==> config.mk <==
export PLATFORM = sky130hd
export DESIGN_NAME = sync_bus_stable_capture
export DESIGN_NICKNAME = d
export VERILOG_FILES = /design/src/rtl/sync_bus_stable_capture.sv
export SDC_FILE = /design/constraint.sdc
export NUM_CORES = 1
export LEC_CHECK = 0
export ABC_AREA = 0
export CORE_MARGIN = 1
export CORE_UTILIZATION = 50
export DETAILED_ROUTE_END_ITERATION = 7
export HOLD_SLACK_MARGIN = 0.02
export PLACE_DENSITY = 0.75
export SYNTH_ARGS = -nofsm -noshare
export SYNTH_HDL_FRONTEND = slang
export SYNTH_SLANG_ARGS = --single-unit
export TNS_END_PERCENT = 50
==> constraint.sdc <==
create_clock -name clk -period 1.9 [get_ports clk]
set_input_delay 0.57 -clock clk [delete_from_list [all_inputs] [get_ports clk]]
set_output_delay 0.57 -clock clk [all_outputs]
set_load 0.01 [all_outputs]
==> src/rtl/sync_bus_stable_capture.sv <==
// sync_bus_stable_capture: commits a synchronized bus word only after it has
// been held unchanged for STABLE_CYCLES clocks, and counts rejected transients.
//
// Ports:
//   clk         destination-domain clock
//   reset       synchronous, active-high reset
//   sync_in     raw synchronized bus (bits may settle on different cycles)
//   glitch_clr  clears glitch_cnt (wins over a glitch on the same edge)
//   data_out    last committed stable word
//   upd         one-cycle pulse on the edge data_out takes a new value
//   busy        high while a candidate word is being qualified
//   glitch_cnt  saturating count of abandoned candidates
module sync_bus_stable_capture #(
  parameter int DATAWTH       = 8,
  parameter int STABLE_CYCLES = 3,
  parameter int GLITCH_W      = 8
) (
  input  logic               clk,
  input  logic               reset,
  input  logic [DATAWTH-1:0] sync_in,
  input  logic               glitch_clr,
  output logic [DATAWTH-1:0] data_out,
  output logic               upd,
  output logic               busy,
  output logic [GLITCH_W-1:0] glitch_cnt
);

  if (STABLE_CYCLES < 2 || STABLE_CYCLES > 255) begin : g_bad_cfg
    $fatal(1, "STABLE_CYCLES must be in 2..255");
  end

  typedef enum logic {
    IDLE,
    SETTLE
  } state_t;

  // Count value at which the candidate has been seen STABLE_CYCLES times.
  localparam logic [7:0] LAST = 8'(STABLE_CYCLES - 1);

  localparam logic [GLITCH_W-1:0] G_MAX = '1;
  localparam logic [GLITCH_W-1:0] G_ONE = GLITCH_W'(1);

  state_t               state_q;
  state_t               state_d;
  logic [DATAWTH-1:0]   cand_q;
  logic [DATAWTH-1:0]   cand_d;
  logic [7:0]           cnt_q;
  logic [7:0]           cnt_d;
  logic [DATAWTH-1:0]   data_d;
  logic                 upd_d;
  logic [GLITCH_W-1:0]  glitch_d;
  logic                 glitch_hit;

  assign busy = (state_q == SETTLE);

  always_ff @(posedge clk) begin
    if (reset) begin
      state_q    <= IDLE;
      cand_q     <= '0;
      cnt_q      <= '0;
      data_out   <= '0;
      upd        <= 1'b0;
      glitch_cnt <= '0;
    end else begin
      state_q    <= state_d;
      cand_q     <= cand_d;
      cnt_q      <= cnt_d;
      data_out   <= data_d;
      upd        <= upd_d;
      glitch_cnt <= glitch_d;
    end
  end

  always_comb begin
    state_d    = state_q;
    cand_d     = cand_q;
    cnt_d      = cnt_q;
    data_d     = data_out;
    upd_d      = 1'b0;
    glitch_d   = glitch_cnt;
    glitch_hit = 1'b0;

    unique case (state_q)
      IDLE: begin
        if (sync_in != data_out) begin
          cand_d  = sync_in;
          cnt_d   = 8'd1;
          state_d = SETTLE;
        end
      end
      SETTLE: begin
        if (sync_in == cand_q) begin
          if (cnt_q == LAST) begin
            data_d  = cand_q;
            upd_d   = 1'b1;
            cnt_d   = 8'd0;
            state_d = IDLE;
          end else begin
            cnt_d = cnt_q + 8'd1;
          end
        end else begin
          glitch_hit = 1'b1;
          // Falling back to the committed word ends
          // qualification; anything else restarts it.
          if (sync_in == data_out) begin
            state_d = IDLE;
            cnt_d   = 8'd0;
          end else begin
            cand_d = sync_in;
            cnt_d  = 8'd1;
          end
        end
      end
      default: begin
        state_d = IDLE;
        cnt_d   = 8'd0;
      end
    endcase

    if (glitch_clr) begin
      glitch_d = '0;
    end else if (glitch_hit && glitch_cnt != G_MAX) begin
      glitch_d = glitch_cnt + G_ONE;
    end
  end

endmodule

==> metrics.cfg <==
[setup_path]
cp-end-kind=flip-flop
reg2reg_from=cnt_q[0]
startpoint=cnt_q[0]
start_kind=flip-flop
crit_arrival_ps=2120
crit_path_max_fanout=5
critPathRequiredTime_ps=2150
crit_type=reg2reg

[grt]
grt_start_max_net_pins=15
grt_overflow=0
gr-usage-all-layers_pct=24.36
grt_pass1_wl_um=6589
grt_pass1_vias=1548
antenna_found_initial=0

[finish]
n_antenna_cell=0
nets=265
area_growth_pct=38.00
drive_above_1_share_pct=26.59
finalInstanceArea_um2=2417

[clock_network]
h-tree-depth=2
cts_tree=yes
clock_latency_ps=350
root_buffer=clkbuf_4
clkTransAtPathRegs_ps=110
cts_sinks=34
cts_made_buffers=5
cts_buffer_depth=2

[pwr]
power.total_mw=1.317
p_leak_nw=1.153
ir_worst_vdd_mv=0.3479
pwr_density_cell_nw_per_um2=545.0

[job]
drv_cap=0

[routing]
post_drt_via_cell_ratio=5.507
drt-wirelength-per-cell_um=14.17
routed_wirelength_um=4222
first_pass_iters=4
via_count=1641
drtAntennaViolNets=0
first_iter_violations=80
drc=0

[timing]
worst_pin_slew_ps=329.1
finalHoldViolCount=0
fin_crit_ps=1877
fin_worst_skew_ps=10.57
hold-worst-slack_ps=501.0
fmax_mhz=532.9
setup-violations-final=0
maxSlewHeadroom_pct=78.02
rsz0062_at_grt=yes
fin_crit_sh_pct=98.76
maxSlewViolCount=0

[floorplan]
start_util_pct=52.49
core_area_um2=3337
die_area_um2=3744
die_h_um=61.19
io_pins=29
die_w_um=61.19
rows=21

[place]
dp_hpwl_um=2898
placed_area_um2=2196
gp_congestion=0.8387
portBuffers=28

[logic_synthesis]
syn_inst=194
synth_seq_cells=34
ys_warn_count=0
syn-num-nets=208
synth_cell_types=39
syn_area_um2=1752
ys_seq_area_share_pct=38.86
syn_avg_cell_area_um2=9.029

[worst_hold_path]
min-delay-start=glitch_cnt[6]
hold_class=reg2reg

[run_status]
status=completed

==> layer usage <==
metal	wire [µm]	vias up	global-route usage (%)
met5	0	-	0
met2	2103	46	42.39
met3	185	10	6.303
met1	1834	767	27.20
li1	-	818	-
met4	99	0	12.99
==> cells in the mapped netlist <==
cell      number  area, µm²
a211oi_1       1      7.510
a21bo_2        1      10.01
a21boi_0       1      7.510
a21oi_1        8      40.04
a22oi_1        2      15.01
a311o_1        1      10.01
a31o_1         3      26.28
a31oi_1        3      18.77
a41oi_1        2      17.52
and2_1         1      6.260
and3_1         4      25.02
and3_2         1      7.510
and4b_1        1      10.01
and4bb_2       1      12.51
buf_12         1      20.02
buf_2          1      5.000
buf_6          4      45.04
clkbuf_1       5      18.77
dfxtp_1       34      680.7
ha_1           3      37.54
inv_1          4      15.01
mux2i_1        9      90.09
nand2_1       14      52.55
nand3_1        7      35.03
nand3b_1       3      22.52
nand4_1        6      37.54
nor2_1        18      67.56
nor3_1         5      25.02
nor4_2         3      37.54
nor4b_1        4      35.03
o211ai_1       6      45.04
o21ai_0       12      60.06
o311a_2        1      11.26
or2_1          1      6.260
or2_2          1      6.260
or3_1          4      25.02
or4b_1         1      10.01
xnor2_1        8      70.07
xor2_1         9      78.83
==> report_power, final <==
group | internal (mW) | switching [mW] | total, mW
logic | 0.0752 | 0.0705 | 0.146
clock network | 0.178 | 0.256 | 0.434
registers | 0.723 | 0.0142 | 0.738
==> critical path, cell delays in order (launching register included) <==
cell and delay, ps:
dfxtp_2 330, inv_2 70, ha_4 120, or4b_4 460, nor4_4 160, nand4_1 210, buf_6 200, mux2i_1 170
nor2_1 60
==> sequential cells by signal, summed over array words and instances (netlist names) <==
name	cells
busy	1
data_out	8
cand_q	8
glitch_cnt	8
cnt_q	8
upd	1
==> kinds of logic (layout without fill, tap and decap cells) <==
logic type | after synthesis | count (layout) | synth area share, %
adders and majority gates | 3 | 3 | 2.143
xor gates and xnor gates | 17 | 17 | 8.500
and+or+nand+nor | 75 | 75 | 24.07
muxes | 9 | 9 | 5.143
AOI/OAI and AO/OA | 41 | 41 | 15.36
DFF | 34 | 34 | 38.86
buffers and inverters | 15 | 73 | 5.928
==> per-stage QoR <==
| stage | util, % | setup TNS (ps) | setup slack [ps] | instances |
|---|---|---|---|---|
| 6_report | 72.44 | 0 | 23.48 | 298 |
| 5_1_grt | 72.44 | -248.7 | -80.68 | 298 |
| 4_1_cts | 69.37 | 0 | 0.6000 | 295 |
| 3_5_place_dp | 65.80 | -15220 | -525.4 | 283 |
| 3_3_place_gp | 65.80 | -13750 | -501.2 | 283 |
| 2_1_floorplan | - | 0 | 77.18 | 194 |
==> cells in the final DEF, fill, tap and decap left out, types with 3 or more instances in the layout <==
cell type and instances:
a21oi_1 5, a21oi_2 3, a31o_1 3, a31oi_1 3, and3_1 4, buf_4 29, buf_6 3, clkbuf_4 5
clkdlybuf4s50_1 9, dfxtp_1 24, dfxtp_2 8, dlygate4sd2_1 8, dlymetal6s2s_1 10, inv_1 3, mux2i_1 9, nand2_1 14
nand3_1 7, nand3b_1 3, nand4_1 6, nor2_1 18, nor3_1 4, nor4b_1 4, o211ai_1 6, o21ai_0 12
or3_1 4, xnor2_1 8, xor2_1 8
==> path summary, 6_finish.rpt <==
kind              endpoint  cells past startpoint  slack (ps)
min          glitch_cnt[6]                      1         500
min reg2reg  glitch_cnt[6]                      1         500
max            data_out[7]                      8          20
max reg2reg    data_out[7]                      8          20
==> cell type report <==
type | instances | area [µm²]
multi-input cells | 145 | 1031
fillers | 265 | 919.6
flip-flops and latches | 34 | 698.2
repair buffers | 61 | 551.8
well taps | 46 | 57.56
clock buffers | 6 | 51.30
inverters | 4 | 15.01
clock inverters | 2 | 12.51
==> repair_timing <==
action / 4_1_cts / 5_1_grt
hold buffers: 0 / 0
pin swaps: 11 / 5
endpoints found under the setup margin: 39 / 38
buffers inserted: 2 / 3
gates cloned: 2 / 0
gates resized for setup: 23 / 27
(Power assumes the default switching activity.)
